===== src/rtl/fpu_issue_ctrl_pkg.sv =====
// Shared constants and types for the FPU issue sequencer: operation and exception
// codes, special-result constants, FSM state encoding and status flag bit positions.
package fpu_issue_ctrl_pkg;

    localparam logic [1:0] ADDITION       = 2'd0;
    localparam logic [1:0] SUBTRACTION    = 2'd1;
    localparam logic [1:0] MULTIPLICATION = 2'd2;
    localparam logic [1:0] DIVISION       = 2'd3;

    localparam logic [2:0] NO_EXCE       = 3'd0;
    localparam logic [2:0] ZERO_DIV_EXCE = 3'd1;
    localparam logic [2:0] QNAN_EXCE     = 3'd2;
    localparam logic [2:0] SNAN_EXCE     = 3'd3;
    localparam logic [2:0] INF_EXCE      = 3'd4;

    localparam logic [7:0] CANON_QNAN = 8'h7C;
    localparam logic [6:0] INF_MAG    = 7'h78;

    typedef enum logic [1:0] {
        ISS_IDLE  = 2'd0,
        ISS_CHECK = 2'd1,
        ISS_EXEC  = 2'd2,
        ISS_RESP  = 2'd3
    } iss_state_e;

    localparam int FLG_INVALID  = 0;
    localparam int FLG_DIV_ZERO = 1;
    localparam int FLG_NAN_IN   = 2;
    localparam int FLG_ANY      = 3;

    typedef struct packed {
        logic [1:0] op;
        logic [7:0] a;
        logic [7:0] b;
    } iss_req_t;

endpackage


===== src/rtl/fpu_issue_ctrl_special_result.sv =====
// Combinational special-result generator: maps an exception code and operands to the
// forced result and the set of status flags that exception raises.
module fpu_special_result
    import fpu_issue_ctrl_pkg::*;
(
    input  logic [2:0] fp_exce,
    input  logic [7:0] op_a,
    input  logic [7:0] op_b,
    output logic [7:0] special_value,
    output logic [3:0] flag_set
);

    // Only the sign of B matters for the infinity result.
    logic unused_b_mag;
    assign unused_b_mag = ^op_b[6:0];

    always_comb begin
        special_value     = CANON_QNAN;
        flag_set          = '0;
        flag_set[FLG_ANY] = 1'b1;
        case (fp_exce)
            QNAN_EXCE: flag_set[FLG_NAN_IN] = 1'b1;
            SNAN_EXCE,
            INF_EXCE:  flag_set[FLG_INVALID] = 1'b1;
            ZERO_DIV_EXCE: begin
                // 0/0 is invalid and yields NaN; x/0 yields signed infinity.
                if (op_a[6:0] == 7'd0) begin
                    flag_set[FLG_INVALID] = 1'b1;
                end else begin
                    special_value          = {op_a[7] ^ op_b[7], INF_MAG};
                    flag_set[FLG_DIV_ZERO] = 1'b1;
                end
            end
            default: ;
        endcase
    end

endmodule


===== src/rtl/fpu_issue_ctrl.sv =====
// Issue sequencer for the 8-bit FPU: request capture, exception screening, core launch
// and response hold. Sticky status flags are built only with FPU_STICKY_FLAGS_EN.
module fpu_issue_ctrl
    import fpu_issue_ctrl_pkg::*;
(
    input  logic       CLK,
    input  logic       RST_N,
    input  logic       REQ_VALID,
    output logic       REQ_READY,
    input  logic [1:0] FP_OPERATION,
    input  logic [7:0] OP_A,
    input  logic [7:0] OP_B,
    output logic [1:0] EXC_FP_OPERATION,
    output logic [7:0] EXC_OP_A,
    output logic [7:0] EXC_OP_B,
    input  logic       OP_IS_EXCEPTION,
    input  logic [2:0] FP_EXCE,
    output logic       CORE_START,
    input  logic       CORE_DONE,
    input  logic [7:0] CORE_RESULT,
    output logic       RES_VALID,
    input  logic       RES_READY,
    output logic [7:0] RESULT,
    output logic [2:0] RES_EXCE,
    output logic [3:0] STATUS_FLAGS,
    input  logic       FLAGS_CLR
);

    iss_state_e state_q, state_d;
    iss_req_t   req_q;
    logic       core_start_q;
    logic [7:0] result_q;
    logic [2:0] res_exce_q;

    logic       accept, load_special, load_core, launch;
    logic [7:0] special_value;
    logic [3:0] flag_set;

    fpu_special_result u_special (
        .fp_exce       (FP_EXCE),
        .op_a          (req_q.a),
        .op_b          (req_q.b),
        .special_value (special_value),
        .flag_set      (flag_set)
    );

    always_ff @(posedge CLK or negedge RST_N) begin
        if (!RST_N) state_q <= ISS_IDLE;
        else        state_q <= state_d;
    end

    always_comb begin
        state_d      = state_q;
        REQ_READY    = 1'b0;
        RES_VALID    = 1'b0;
        accept       = 1'b0;
        load_special = 1'b0;
        load_core    = 1'b0;
        launch       = 1'b0;
        case (state_q)
            ISS_IDLE: begin
                REQ_READY = 1'b1;
                if (REQ_VALID) begin
                    accept  = 1'b1;
                    state_d = ISS_CHECK;
                end
            end
            ISS_CHECK: begin
                if (OP_IS_EXCEPTION) begin
                    load_special = 1'b1;
                    state_d      = ISS_RESP;
                end else begin
                    launch  = 1'b1;
                    state_d = ISS_EXEC;
                end
            end
            ISS_EXEC: begin
                if (CORE_DONE) begin
                    load_core = 1'b1;
                    state_d   = ISS_RESP;
                end
            end
            ISS_RESP: begin
                RES_VALID = 1'b1;
                if (RES_READY) state_d = ISS_IDLE;
            end
            default: state_d = ISS_IDLE;
        endcase
    end

    // Launch pulse is registered so it lands exactly in the first EXEC cycle.
    always_ff @(posedge CLK or negedge RST_N) begin
        if (!RST_N) begin
            req_q        <= '0;
            core_start_q <= 1'b0;
            result_q     <= 8'h00;
            res_exce_q   <= NO_EXCE;
        end else begin
            core_start_q <= launch;
            if (accept) begin
                req_q.op <= FP_OPERATION;
                req_q.a  <= OP_A;
                req_q.b  <= OP_B;
            end
            if (load_special) begin
                result_q   <= special_value;
                res_exce_q <= FP_EXCE;
            end else if (load_core) begin
                result_q   <= CORE_RESULT;
                res_exce_q <= NO_EXCE;
            end
        end
    end

    assign EXC_FP_OPERATION = req_q.op;
    assign EXC_OP_A         = req_q.a;
    assign EXC_OP_B         = req_q.b;
    assign CORE_START       = core_start_q;
    assign RESULT           = result_q;
    assign RES_EXCE         = res_exce_q;

`ifdef FPU_STICKY_FLAGS_EN
    logic [3:0] flags_q;

    // Clear first, then OR in this cycle's sets so a coincident set survives.
    always_ff @(posedge CLK or negedge RST_N) begin
        if (!RST_N) flags_q <= 4'h0;
        else        flags_q <= (FLAGS_CLR ? 4'h0 : flags_q) | (load_special ? flag_set : 4'h0);
    end

    assign STATUS_FLAGS = flags_q;
`else
    logic unused_flags;
    assign unused_flags = FLAGS_CLR ^ (^flag_set);
    assign STATUS_FLAGS = 4'h0;
`endif

endmodule


===== config.mk =====
export PLATFORM = sky130hd
export DESIGN_NAME = fpu_issue_ctrl
export DESIGN_NICKNAME = d
export VERILOG_FILES = /design/src/rtl/fpu_issue_ctrl_pkg.sv /design/src/rtl/fpu_issue_ctrl_special_result.sv /design/src/rtl/fpu_issue_ctrl.sv
export SDC_FILE = /design/constraint.sdc
export NUM_CORES = 1
export LEC_CHECK = 0
export CAP_MARGIN = 0
export CORE_MARGIN = 3
export CORE_UTILIZATION = 35
export DETAILED_ROUTE_END_ITERATION = 8
export PLACE_DENSITY_LB_ADDON = 0.05
export SYNTH_ARGS = -nofsm -noshare
export SYNTH_HDL_FRONTEND = slang
export SYNTH_SLANG_ARGS = --single-unit

===== constraint.sdc =====
create_clock -name CLK -period 1.6 [get_ports CLK]
set_input_delay 0.4 -clock CLK [delete_from_list [all_inputs] [get_ports CLK]]
set_output_delay 0.4 -clock CLK [all_outputs]
set_load 0.05 [all_outputs]

==> impl_metrics.json, run 1 <==
{
  "arrival_ns": 1.16,
  "dr.pass1.iters": 2,
  "diodes": 0,
  "drc_errors": 0,
  "cts_htree_levels": 2,
  "core.rowCount": 22,
  "dp_hpwl_microns": 2620,
  "die_area_sq_um": 4820,
  "fin_skew_ns": 0.00564,
  "die_height_microns": 69.4,
  "syn_to_final_growth_pct": 84.7,
  "p_leak_nw": 1.16,
  "cts-root-buf": "clkbuf_8",
  "clk_path_buf_depth": 2,
  "avgSynthCellArea_sq_um": 12.7,
  "coreArea_sq_um": 3770,
  "finalCritPeriodShare": 0.978,
  "place_congestion": 0.785,
  "required_ns": 1.20,
  "io_buffers": 66,
  "totalWireLength_microns": 3330,
  "final_nets": 229,
  "maxCapViolCount": 0,
  "synthDistinctLibCells": 25,
  "vias": 1101,
  "grtUsageTotal": 0.152,
  "status": "complete, no violations",
  "wl_met3_microns": 338,
  "criticalPathCategory": "reg2out",
  "syn_inst": 111,
  "grt_first_pass_wirelength_microns": 5710,
  "peakVddDrop_mv": 1.23,
  "r2r_end": "state_q[1]",
  "clock_latency_ns": 0.28,
  "antenna_found_initial": 0,
  "hold_buffers": 0,
  "r2r_slack_ns": 0.07,
  "wl_met1_microns": 1340,
  "final_cell_mix": "34 x clkdlybuf4s50_1, 34 x buf_12, 32 x dfrtp_1, 17 x mux2_2, 14 x nand2_1",
  "power_density_nw_per_um2": 2470,
  "hold_class": "in2async",
  "fin_setup_tns_ns": 0,
  "drive_above_1_share": 0.383,
  "drv_slew": 0,
  "reg2reg_from": "state_q[0]",
  "finalHoldViolCount": 0,
  "grt_max_degree": 33,
  "clk_pin_slew_ns": 0.06,
  "wl_met2_microns": 1580,
  "finalCriticalPeriod_ns": 1.56,
  "cts_buffers": 5,
  "cts_tree": "yes",
  "drtIter0Drc": 46,
  "cp-end-kind": "output pin",
  "setup-violations-final": 0,
  "syn_area_sq_um": 1410,
  "post_drt_wl_per_cell_microns": 14.1,
  "grt_pass1_vias": 1193,
  "max_freq_mhz": 639,
  "critPathMaxFanout": 3,
  "synth_seq_cells": 32,
  "reg2reg_depth": 5,
  "via_per_inst": 4.67,
  "die_x_microns": 69.4,
  "yosysSeqAreaShare": 0.568,
  "synth_warnings": 0,
  "top_layer": "met4",
  "final_util": 0.690,
  "antenna_left": 0,
  "grt-ovfl-total": 0,
  "num_io_pins": 72,
  "cts_num_sinks": 32,
  "start_kind": "flop",
  "rsz0062_at_grt": "true",
  "start_util": 0.374
}
through the flow:
| stage | hold WS [ns] | total power [mW] | setup WS, ns | instances | instance area, sq um |
|---|---|---|---|---|---|
| after floorplan | 0.104 | 3.68 | 0.0137 | 114 | 1440 |
| after global placement | 0.541 | 5.81 | -0.112 | 228 | 2510 |
| after detailed placement | 0.547 | 5.88 | -0.145 | 228 | 2510 |
| after CTS | 0.483 | 6.48 | 0.0117 | 235 | 2590 |
| after global routing | 0.504 | 6.74 | -0.00643 | 236 | 2600 |
| final | 0.483 | 6.42 | 0.0358 | 236 | 2600 |
area by class of cell:
type	instances	area (sq um)
clock inverter	1	5.00
multi-input combinational	73	591
timing repair buffer	74	1070
tap	48	60.1
inverter	2	7.51
fill	277	1170
clock buffer	6	72.6
sequential	32	801
report_power, final:
part | leakage (nW) | switching (mW) | internal, mW
Clock | 0.0410 | 0.273 | 0.295
Combinational | 0.735 | 2.05 | 2.13
Sequential | 0.382 | 0.469 | 1.21
Total | 1.16 | 2.79 | 3.63
logic make-up after synthesis:
logic type | share of synthesized area
AO/OA/AOI/OAI | 0.0488
XOR/XNOR | 0.00622
adder cells (fa/ha/maj) | 0.0444
buffers and inverters | 0.0364
flip-flops | 0.568
multiplexers | 0.166
other | 0.00266
AND/OR/NAND/NOR | 0.127
cells in the mapped netlist, drive strengths merged:
| library cell | number | area, sq um |
|---|---|---|
| nor2b | 4 | 25.0 |
| clkbuf | 1 | 3.75 |
| mux2i | 2 | 20.0 |
| nor2 | 3 | 11.3 |
| mux2 | 19 | 214 |
| a2bb2oi | 2 | 23.8 |
| nor4 | 2 | 27.5 |
| xnor2 | 1 | 8.76 |
| conb | 1 | 3.75 |
| or4 | 1 | 11.3 |
| and2 | 2 | 12.5 |
| dfrtp | 32 | 801 |
| a21oi | 2 | 10.0 |
| ha | 5 | 62.6 |
| nand2 | 15 | 56.3 |
| o32ai | 1 | 8.76 |
| inv | 2 | 7.51 |
| nand3 | 5 | 25.0 |
| buf | 6 | 40.0 |
| a22o | 3 | 26.3 |
| nor3 | 2 | 10.0 |
per-layer routing:
layer | vias to the layer above | track usage
met4 | 0 | 0.0716
li1 | 523 | -
met5 | - | 0
met3 | 9 | 0.0783
met2 | 45 | 0.227
met1 | 524 | 0.181
critical path, stage by stage, from the launching register on:
cell and delay [ns]:
dfrtp_1 0.40, buf_4 0.14, ha_2 0.20, buf_12 0.15
state kept, by name (all words and copies together), names as in the netlist:
| register | flops |
|---|---|
| RESULT | 8 |
| EXC_OP_A | 8 |
| state_q | 2 |
| CORE_START | 1 |
| RES_EXCE | 3 |
| EXC_FP_OPERATION | 2 |
| EXC_OP_B | 8 |
how the worst max path moves through the flow:
| stage | from | end | slack [ns] | cells after the start |
|---|---|---|---|---|
| CTS | state_q[0] | state_q[1] | 0.01 | 5 |
| finish | state_q[0] | RES_VALID | 0.04 | 3 |
| floorplan | state_q[0] | EXC_FP_OPERATION[0] | 0.01 | 5 |
| detailed placement | CORE_DONE | state_q[1] | -0.15 | 4 |
| global route | state_q[0] | RES_VALID | -0.006 | 3 |
| global placement | CORE_DONE | state_q[1] | -0.11 | 4 |
repair_timing:
action | in CTS | in global routing
buffers inserted | 0 | 1
endpoints found under the setup margin | 1 | 5
gates resized for setup | 1 | 2
No activity file was read; power rests on OpenSTA's default activity.
==> run 2, diff against run 1 <==
--- a/config.mk
+++ b/config.mk
@@ -9,7 +9,9 @@
 export CORE_MARGIN = 3
 export CORE_UTILIZATION = 35
 export DETAILED_ROUTE_END_ITERATION = 8
+export GPL_TIMING_DRIVEN = 0
 export PLACE_DENSITY_LB_ADDON = 0.05
+export SETUP_SLACK_MARGIN = 0.05
 export SYNTH_ARGS = -nofsm -noshare
 export SYNTH_HDL_FRONTEND = slang
 export SYNTH_SLANG_ARGS = --single-unit
==> impl_metrics.json, run 2 (synthesis results as in run 1) <==
{
  "cts_htree_levels": 2,
  "die_x_microns": 69.4,
  "cp-end-kind": "flop",
  "cp.buffers_inverters": 2,
  "vias": 1103,
  "grtUsageTotal": 0.142,
  "drtIter0Drc": 44,
  "peakVddDrop_mv": 1.22,
  "cts_buffers": 5,
  "crit_chain": "buf_4, ha_1, and2_1, clkbuf_4, nor2_1, a22o_1",
  "fin_skew_ns": 0.00508,
  "drc_errors": 0,
  "coreArea_sq_um": 3770,
  "criticalPathCategory": "reg2reg",
  "cts_num_sinks": 32,
  "final_nets": 229,
  "p_leak_nw": 1.02,
  "whs_ns": 0.184,
  "grt_first_pass_wirelength_microns": 5310,
  "switchingPower_mw": 2.62,
  "drv_slew": 0,
  "relSlewSlack": 0.524,
  "pre_cts_ws_ns": -0.367,
  "arrival_ns": 1.74,
  "clock_latency_ns": 0.27,
  "crit_slowest_cell": "dfrtp_1",
  "switching_share": 0.495,
  "num_io_pins": 72,
  "final_common_cell": "clkdlybuf4s50_1",
  "finalCritPeriodShare": 0.959,
  "power_frac_comb": 0.606,
  "cts_tree": "yes",
  "critPathMaxFanout": 9,
  "final_util": 0.595,
  "cts-root-buf": "clkbuf_8",
  "power_density_nw_per_um2": 2350,
  "place_congestion": 0.790,
  "diodes": 0,
  "fin_area_sq_um": 2240,
  "post_drt_wl_per_cell_microns": 14.2,
  "grt_pass1_vias": 1109,
  "dp_hpwl_microns": 2560,
  "p_int_mw": 2.67,
  "clk_path_buf_depth": 2,
  "p_clk_frac": 0.116,
  "status": "complete, no violations",
  "setup_slack_ns": 0.0650,
  "tightest_slew_ns": 0.714,
  "drive_above_1_share": 0.402,
  "syn_to_final_growth_pct": 59.3,
  "finalHoldViolCount": 0,
  "rsz0062_at_grt": "true",
  "grt-ovfl-total": 0,
  "start_util": 0.374,
  "antenna_found_initial": 0,
  "post_dp_cell_area_sq_um": 2170,
  "maxCapViolCount": 0,
  "seq_power_share": 0.278,
  "start_kind": "flop",
  "die_area_sq_um": 4820,
  "totalWireLength_microns": 3370,
  "clk_pin_slew_ns": 0.06,
  "core.rowCount": 22,
  "max_freq_mhz": 651,
  "crit_family": "flip-flops",
  "setup-violations-final": 0,
  "dr.pass1.iters": 4,
  "hold_class": "in2async",
  "die_height_microns": 69.4,
  "finalCriticalPeriod_ns": 1.53,
  "max_stage_delay_ns": 0.39,
  "io_buffers": 66,
  "antenna_left": 0,
  "final_cell_mix": "33 x clkdlybuf4s50_1, 30 x dfrtp_1, 17 x clkbuf_2, 16 x mux2_2, 14 x nand2_1",
  "required_ns": 1.81,
  "via_per_inst": 4.65,
  "grt_max_degree": 33
}
==> run 2: changes by cell type in the layout (fill, tap and decap cells not counted), sizes merged <==
cell and delta:
clkinv -1, clkdlybuf4s50 -1, clkdlybuf4s15 +12, dlygate4sd2 +1
buf -30, clkbuf +20
==> run 2: through the flow <==
step	setup TNS, ns	power (mW)	instances
2_1_floorplan	0	3.70	114
3_3_place_gp	-18.55	4.70	228
3_5_place_dp	-3.25	4.78	228
4_1_cts	0	5.30	237
5_1_grt	0	5.60	237
6_report	0	5.28	237
==> run 2: timing repair <==
action | in CTS | in global routing
buffers inserted | 2 | 1
hold buffers | 0 | 0
resized for setup | 81 | 32
pin swaps | 1 | 1
setup endpoints to repair | 48 | 33
==> run 2: cell type report <==
cell class | instances | area (sq um)
multi-input cells | 73 | 631
repair buffers | 69 | 616
fillers | 332 | 1530
flip-flops and latches | 32 | 803
clock buffers | 8 | 90.1
well taps | 48 | 60.1
plain buffers | 5 | 37.5
inverters | 2 | 7.51
==> run 2: worst paths after layout <==
path                                          start                  end  slack [ns]  depth (start not counted)
worst max-delay path                     state_q[0]          RES_EXCE[0]        0.07                          6
max in group asynchronous                     RST_N          EXC_OP_A[5]        0.92                          1
worst min-delay path                          RST_N            RESULT[4]        0.18                          1
min in group CLK                EXC_FP_OPERATION[1]  EXC_FP_OPERATION[1]        0.50                          1
worst max register to register           state_q[0]          RES_EXCE[0]        0.07                          6
worst min register to register  EXC_FP_OPERATION[1]  EXC_FP_OPERATION[1]        0.50                          1
==> run 2: layer usage <==
metal | track usage | share of wire | vias up
met5 | 0 | 0 | -
met4 | 0.0521 | 0.0048 | 0
met3 | 0.0594 | 0.089 | 2
met2 | 0.232 | 0.51 | 45
met1 | 0.165 | 0.40 | 524
li1 | - | - | 532
==> run 2: power groups by stage <==
| stage | Combinational [mW] | Sequential [mW] | Clock [mW] |
|---|---|---|---|
| 2_1_floorplan | 0.955 | 2.75 | 0 |
| 3_3_place_gp | 3.23 | 1.47 | 0 |
| 3_5_place_dp | 3.28 | 1.50 | 0 |
| 4_1_cts | 3.20 | 1.46 | 0.637 |
| 5_1_grt | 3.38 | 1.53 | 0.683 |
| 6_report | 3.20 | 1.47 | 0.611 |
